`src/rtl/pc_control_unit_pkg.sv`:
```
// Shared pipeline control constants: FSM encodings and parameter defaults.
package pc_control_unit_pkg;

    localparam int FLUSH_DEPTH_DEF = 2;
    localparam int CNT_W_DEF       = 16;
    localparam int FLUSH_CNT_W     = 3;

    typedef enum logic [1:0] {
        ST_IDLE     = 2'd0,
        ST_RUN      = 2'd1,
        ST_REDIRECT = 2'd2,
        ST_BUBBLE   = 2'd3
    } pcu_state_e;

endpackage

```
`src/rtl/sat_counter.sv`:
```
// Saturating up-counter; sticks at all-ones instead of wrapping.
module sat_counter #(
    parameter int W = 16
) (
    input  logic         clk,
    input  logic         rst_n,
    input  logic         inc,
    output logic [W-1:0] count
);

    logic [W-1:0] count_q;
    logic [W-1:0] count_d;

    always_comb begin
        count_d = count_q;
        if (inc && (count_q != '1)) begin
            count_d = count_q + W'(1);
        end
    end

    always_ff @(posedge clk or negedge rst_n) begin
        if (!rst_n) begin
            count_q <= '0;
        end else begin
            count_q <= count_d;
        end
    end

    assign count = count_q;

endmodule

```
`src/rtl/pc_control_unit.sv`:
```
// Pipeline PC/flush controller: branch redirect, load-use bubble, memory-stall
// freeze with a one-entry pending branch, and a stall performance counter.
//
//   state    | meaning
//   ---------+----------------------------------------------------------
//   IDLE     | out of reset, waiting one edge before running
//   RUN      | normal flow; samples branch / load-use events
//   REDIRECT | branch issued; IF/ID flush held for FLUSH_DEPTH cycles
//   BUBBLE   | load-use step-back, one cycle
module pc_control_unit
    import pc_control_unit_pkg::*;
#(
    parameter int FLUSH_DEPTH = FLUSH_DEPTH_DEF,
    parameter int CNT_W       = CNT_W_DEF
) (
    input  logic             CLK,
    input  logic             RESET,
    input  logic             IMEM_BUSY,
    input  logic             DMEM_BUSY,
    input  logic             LOAD_USE,
    input  logic             BRANCH_TAKEN,
    input  logic [31:0]      BRANCH_OFFSET,
    output logic             BUSY_WAIT,
    output logic             CON_BRANCH,
    output logic [31:0]      BRANCH_PC,
    output logic             PC_DEC,
    output logic             IF_ID_FLUSH,
    output logic             ID_EX_FLUSH,
    output logic [1:0]       STATE,
    output logic [CNT_W-1:0] STALL_COUNT
);

    pcu_state_e             state_q, state_d;
    logic [FLUSH_CNT_W-1:0] flush_cnt_q, flush_cnt_d;
    logic [31:0]            branch_pc_q, branch_pc_d;
    logic                   pend_vld_q, pend_vld_d;
    logic [31:0]            pend_off_q, pend_off_d;
    logic                   con_branch_q, con_branch_d;
    logic                   pc_dec_q, pc_dec_d;
    logic                   if_id_flush_q, if_id_flush_d;
    logic                   id_ex_flush_q, id_ex_flush_d;
    logic                   busy_wait;

    assign busy_wait = IMEM_BUSY | DMEM_BUSY;

    always_comb begin
        state_d       = state_q;
        flush_cnt_d   = flush_cnt_q;
        branch_pc_d   = branch_pc_q;
        pend_vld_d    = pend_vld_q;
        pend_off_d    = pend_off_q;
        con_branch_d  = con_branch_q;
        pc_dec_d      = pc_dec_q;
        if_id_flush_d = if_id_flush_q;
        id_ex_flush_d = id_ex_flush_q;

        if (busy_wait) begin
            // Frozen: only a fresh branch in RUN is parked for later issue.
            if ((state_q == ST_RUN) && BRANCH_TAKEN && !pend_vld_q) begin
                pend_vld_d = 1'b1;
                pend_off_d = BRANCH_OFFSET;
            end
        end else begin
            case (state_q)
                ST_IDLE: begin
                    state_d = ST_RUN;
                end
                ST_RUN: begin
                    if (pend_vld_q || BRANCH_TAKEN) begin
                        state_d       = ST_REDIRECT;
                        branch_pc_d   = pend_vld_q ? pend_off_q : BRANCH_OFFSET;
                        pend_vld_d    = 1'b0;
                        con_branch_d  = 1'b1;
                        if_id_flush_d = 1'b1;
                        id_ex_flush_d = 1'b1;
                        flush_cnt_d   = FLUSH_CNT_W'(FLUSH_DEPTH - 1);
                    end else if (LOAD_USE) begin
                        state_d       = ST_BUBBLE;
                        pc_dec_d      = 1'b1;
                        id_ex_flush_d = 1'b1;
                    end
                end
                ST_REDIRECT: begin
                    con_branch_d  = 1'b0;
                    id_ex_flush_d = 1'b0;
                    if (flush_cnt_q != '0) begin
                        flush_cnt_d = flush_cnt_q - FLUSH_CNT_W'(1);
                    end else begin
                        if_id_flush_d = 1'b0;
                        state_d       = ST_RUN;
                    end
                end
                ST_BUBBLE: begin
                    pc_dec_d      = 1'b0;
                    id_ex_flush_d = 1'b0;
                    state_d       = ST_RUN;
                end
                default: state_d = ST_IDLE;
            endcase
        end
    end

    always_ff @(posedge CLK or negedge RESET) begin
        if (!RESET) begin
            state_q       <= ST_IDLE;
            flush_cnt_q   <= '0;
            branch_pc_q   <= '0;
            pend_vld_q    <= 1'b0;
            pend_off_q    <= '0;
            con_branch_q  <= 1'b0;
            pc_dec_q      <= 1'b0;
            if_id_flush_q <= 1'b0;
            id_ex_flush_q <= 1'b0;
        end else begin
            state_q       <= state_d;
            flush_cnt_q   <= flush_cnt_d;
            branch_pc_q   <= branch_pc_d;
            pend_vld_q    <= pend_vld_d;
            pend_off_q    <= pend_off_d;
            con_branch_q  <= con_branch_d;
            pc_dec_q      <= pc_dec_d;
            if_id_flush_q <= if_id_flush_d;
            id_ex_flush_q <= id_ex_flush_d;
        end
    end

    sat_counter #(
        .W(CNT_W)
    ) u_stall_cnt (
        .clk   (CLK),
        .rst_n (RESET),
        .inc   (busy_wait | pc_dec_q),
        .count (STALL_COUNT)
    );

    assign BUSY_WAIT   = busy_wait;
    assign CON_BRANCH  = con_branch_q;
    assign BRANCH_PC   = branch_pc_q;
    assign PC_DEC      = pc_dec_q;
    assign IF_ID_FLUSH = if_id_flush_q;
    assign ID_EX_FLUSH = id_ex_flush_q;
    assign STATE       = state_q;

endmodule

```
`config.mk`:
```
export PLATFORM = sky130hd
export DESIGN_NAME = pc_control_unit
export DESIGN_NICKNAME = d
export VERILOG_FILES = /design/src/rtl/pc_control_unit_pkg.sv /design/src/rtl/sat_counter.sv /design/src/rtl/pc_control_unit.sv
export SDC_FILE = /design/constraint.sdc
export NUM_CORES = 1
export LEC_CHECK = 0
export ABC_AREA = 1
export BUFFER_PORTS_ARGS = -buffer_cell sky130_fd_sc_hd__buf_2
export CAP_MARGIN = 10
export CORE_ASPECT_RATIO = 0.5
export CORE_MARGIN = 2
export CORE_UTILIZATION = 45
export DETAILED_ROUTE_END_ITERATION = 8
export HOLD_SLACK_MARGIN = 0.15
export PLACE_DENSITY = 0.73
export SYNTH_ARGS = -nofsm -noshare
export SYNTH_HDL_FRONTEND = slang
export SYNTH_SLANG_ARGS = --single-unit
```
`constraint.sdc`:
```
create_clock -name CLK -period 2.1 [get_ports CLK]
set_input_delay 0.21 -clock CLK [delete_from_list [all_inputs] [get_ports CLK]]
set_output_delay 0.21 -clock CLK [all_outputs]
set_load 0.05 [all_outputs]
```
* Word level (Yosys, flattened, before mapping) *
Index checks and enable logic that the tools add are counted.

storage, ports and cells
  register bits = 90
  input bits = 38
  word-level logic and storage cells = 70

cells by class
  add/subtract/negate cells = 2
  equal/unequal tests = 11
  multiplexer cells = 21
  bitwise operators = 3
  reduce and logical (&&, ||, !) cells = 23

operator list
  cell                                                                number
  32-bit two-way mux                                                  1
  16-bit by 1-bit adder with 16-bit output, second input constant     1
  16-bit != test, second input constant                               1
  3-bit AND reduction                                                 5
  4-bit AND reduction                                                 3
  2-bit nonzero test                                                  5
  1-bit two-way mux                                                   9
  2-bit != test, second input constant                                4
  1-bit case mux with 2 select lines                                  4
  2-bit two-way mux                                                   3
  3-bit two-way mux                                                   2
  2-bit case mux with 3 select lines                                  1
  3-bit case mux with 2 select lines                                  1
  2-bit == test, second input constant                                2
  2-bit by 1-bit != test with 1-bit output, second input constant     2
  2-bit OR reduction                                                  2
  1-bit logical AND                                                   3
  3-bit by 2-bit != test with 1-bit output, second input constant     1
  3-bit nonzero test                                                  1
  3-bit by 1-bit subtractor with 3-bit output, second input constant  1
  2-bit by 1-bit == test with 1-bit output, second input constant     1
  2-bit logical NOT                                                   1
  1-bit OR                                                            2
  2-bit AND reduction                                                 1
  3 further kinds                                                     3

* Depth between registers and ports, before layout *
  depth after elaboration = 5
  depth in mapped cells = 9
  depth with buffers taken out = 8

* Hierarchy *
From an unflattened synthesis, not the netlist that was laid out.

unflattened totals
  cells, all modules = 609
  area total of the unflattened synthesis = 4692.0 µm²

by module, submodules not included
  module           times used  cells an instance  area an instance (µm²)  seq. area each (µm²)
  pc_control_unit  1           460                3633.5                  1851.8
  sat_counter      1           149                1058.5                  400.4

* Least setup slack after synthesis *
Ideal clock, no wire load.

  path kind = reg-to-reg
  start point = register u_stall_cnt.count_q[0], in the netlist u_stall_cnt.count[0]
  end point = register u_stall_cnt.count_q[4], in the netlist u_stall_cnt.count[4]
  library setup time = 0.118 ns
  arrival = 1.827 ns
  data required time = 1.982 ns
  path slack = 0.155 ns
  cell stages (with the launch flop) = 10
  path buffers = 1
  path through = dfrtp_1 > ha_1 > inv_2 > nor2_4 > nand2_4 > o21ai_4 > inv_4 > buf_6 > nand2_1 > nand2_1

between the ends
  longest elaborated chain between the ends = 2
  elaborated cells between the ends (all ways) = 3

ends and longest elaborated chain
  what                                                                              RTL line           text
  from (decl)                                                                       sat_counter.sv:11  logic [W-1:0] count_q;
  from (signal assigned)                                                            sat_counter.sv:25  count_q <= count_d;
  branches (longest 2 deep; another with 16-bit by 1-bit adder with 16-bit output)  n/a

Parallel ways; which one is timed is not known.
A chain may end at the register's enable or synchronous reset.

* Final worst setup path *
  start point = register u_stall_cnt.count_q[0], in the netlist u_stall_cnt.count[0]
  end point = register u_stall_cnt.count_q[2], in the netlist u_stall_cnt.count[2]

The elaborated chain is that of the path after synthesis.

==> qor.txt <==
Yosys top cell area share: 0.515
Routability cong.: 0.822
ANT nets after route: 0
Logic gate share of total power: 0.462
Drt via density: 4.76
Hold crit path type: input pin to register
Static Leak: 0.00266 uW
Die X: 143 um
Layout cells sized above 1: 0.196
First-iteration detailed-routing DRC count: 168
H-Tree Depth: 3
Pre-Repair DR Iteration Count: 4
Sequential area share after synthesis: 0.515
Ant diodes: 0
Number of global-route vias before repair: 3395
Postcts setup bufs: 0
Max frequency: 568 MHz
Ys async rst share: 1.00
HPWL Detailed: 6.14 mm
R2R Path End: u_stall_cnt.count[2]$_DFFE_PN0P_
Hold Vio Cnt, Final: 0
Crit end category: register
Max Cap Violations: 0
CTS sink count: 90
Max incr delay on CP: 450 ps
Largest net degree at the start of global routing: 65
Setup crit start: u_stall_cnt.count[0]$_DFFE_PN0P_
Run status: completed
Reg clk slew, reported paths: 60 ps
Final worst slack: 340 ps
Worst Path Required: 2320 ps
Io pins: 93
Syn_area_per_cell: 8.37 um2
Seq pwr share: 0.358
Place WS: 345 ps
Clock Path Buffers: 2
Top-count cell post-synth: nand2_1
Final setup TNS: 0 ps
CP Cell Sequence: ha_1 -> inv_2 -> nor2_4 -> nand2_4 -> o21ai_4 -> buf_4 -> o21ai_0
Switching power: 3800 uW
DRT Wirelength: 9.07 mm
Final Critical Period: 1760 ps
# port buffers: 92
CP top delay family: flip-flops
Routed vias: 3654
RSZ-0062 raised after global routing: false
Period Utilization, post-route: 0.838
Sw frac: 0.465
CP max-delay cell: dfrtp_1
R2R Setup Slk: 340 ps
Post_cts resized: 0
Root Buffer Master: clkbuf_16
First-pass GRT wire length: 15.4 mm
Core Box Area: 9450 um2
Worst slew margin: 0.653
Die ar.: 10600 um2
Worst Max-Slew Pin Slew: 520 ps
Register bit total from synthesis: 90
Post-synthesis cell count: 522
EDFF count, synth: 0
Cts bufs inserted: 9
Initial Util: 0.463
Cts hold-fix bufs: 18
Worst setup path endpoint: u_stall_cnt.count[2]$_DFFE_PN0P_
Leading post-synthesis cells by cell area: dfrtp_1 52%, nand2_1 16%, o21ai_0 8.9%
Max-slew violation count: 0
Drt drc: 0
CTS tree: built
Clock Skew: 6.48 ps
Mapped cell area: 4370 um2
Post-synth top cells: 183 x nand2_1, 90 x dfrtp_1, 78 x o21ai_0
Yosys warnings: 0
Power Dens Cells: 1520 nW/um2
Crit. path cell count: 7
Pint: 4370 uW
Reg2Reg Depth: 7
Syn nets: 568
Critical Path Start Type: register
Area leader, netlist: dfrtp_1
Crit-path max FO: 10
GRT Util Overall: 0.187
Routed WL per cell: 11.8 um
Die height: 73.7 um
Worst r2r src: u_stall_cnt.count[0]$_DFFE_PN0P_
Nets: 674
Area delta synth->final: 23.4%
Total gr overflow: 0
Setup Viol. Count Final: 0
CP Buf/Inv Count: 2
Antenna violations before repair: 0
Critical path class: register to register
Cell variety after synth: 26
Synth Flop Type: dfrtp_1
Rows: 25
Clk_lat worst skew: 340 ps
Clock Power Share: 0.180
Critical Path AT: 1980 ps
Filler instances: 855
Worst vdd ir: 0.000545 V
-- how the worst min path moves through the flow --
stage                                      end  slack, ps  cells after the start              start
floorplan             BRANCH_PC[0]$_DFFE_PN0P_        -90                      0              RESET
global placement     BRANCH_PC[21]$_DFFE_PN0P_        160                      1              RESET
detailed placement   BRANCH_PC[21]$_DFFE_PN0P_        160                      1              RESET
CTS                 pend_off_q[19]$_DFFE_PN0P_        150                      3  BRANCH_OFFSET[19]
global route        pend_off_q[22]$_DFFE_PN0P_        160                      3  BRANCH_OFFSET[22]
finish              pend_off_q[10]$_DFFE_PN0P_        160                      3  BRANCH_OFFSET[10]
-- power by group through the flow --
stage | clock network [uW] | logic, uW | registers (uW)
floorplan | 0 | 1510 | 4360
global placement | 0 | 3720 | 2920
detailed placement | 0 | 3790 | 2950
CTS | 1510 | 3830 | 2920
global route | 1580 | 4160 | 3020
finish | 1470 | 3780 | 2920
-- cell families (layout without fill, tap and decap cells) --
kind of cell | Yosys count | after routing | synth area share
XOR/XNOR | 7 | 7 | 0.0140
buffers and inverters | 77 | 187 | 0.0819
AO/OA/AOI/OAI | 117 | 117 | 0.158
flip-flops | 90 | 90 | 0.515
AND/OR/NAND/NOR | 223 | 223 | 0.208
adder cells (fa/ha/maj) | 8 | 8 | 0.0229
-- metrics by stage --
| step | instances | hold WS [ps] | cell area (um2) | utilization | total power, uW |
|---|---|---|---|---|---|
| 3_3_place_gp | 734 | 165 | 4940 | 0.523 | 6640 |
| 4_1_cts | 767 | 150 | 5390 | 0.571 | 8270 |
| 3_5_place_dp | 734 | 163 | 4940 | 0.523 | 6740 |
| 2_1_floorplan | 522 | -85.6 | 4370 | - | 5860 |
| 6_report | 767 | 158 | 5390 | 0.571 | 8170 |
| 5_1_grt | 767 | 164 | 5390 | 0.571 | 8760 |
-- layout by cell type (no fill, tap or decap), types with 2 or more instances in the layout --
cell type	netlist	routed
buf_12	0	3
buf_2	5	91
buf_4	0	5
clkbuf_16	0	9
clkinv_2	0	3
dfrtp_1	90	90
dlygate4sd3_1	0	18
ha_1	8	8
inv_1	52	51
inv_2	2	2
nand2_1	183	183
nand3_1	6	6
nand4_1	7	7
nor2_1	20	20
nor2_4	3	3
o21a_1	32	32
o21ai_0	78	78
o31ai_1	3	3
xnor2_1	6	6
-- layer usage --
metal | global-route usage | routed length (um)
met1 | 0.230 | 4100
met3 | 0.0528 | 325
met2 | 0.326 | 4530
met5 | 0 | 0
met4 | 0.0545 | 121
-- tightest hold or removal path, cell delays in order --
cell and delay [ps]:
buf_2 100, inv_1 60, o21ai_0 80
-- registers in the layout (all words and copies together) (netlist names) --
name	count
flush_cnt_q	3
STATE	2
PC_DEC	1
u_stall_cnt.count	16
pend_off_q	32
CON_BRANCH	1
BRANCH_PC	32
ID_EX_FLUSH	1
IF_ID_FLUSH	1
pend_vld_q	1
-- final cells by class --
class	count	area, um2	area share
Clock inverter	5	31.3	0.00580
Clock buffer	10	239	0.0443
Tap cell	135	169	0.0313
Inverter	55	209	0.0387
Timing Repair Buffer	117	733	0.136
Sequential cell	90	2250	0.418
Multi-Input combinational cell	355	1760	0.326
(Power assumes the default switching activity.)
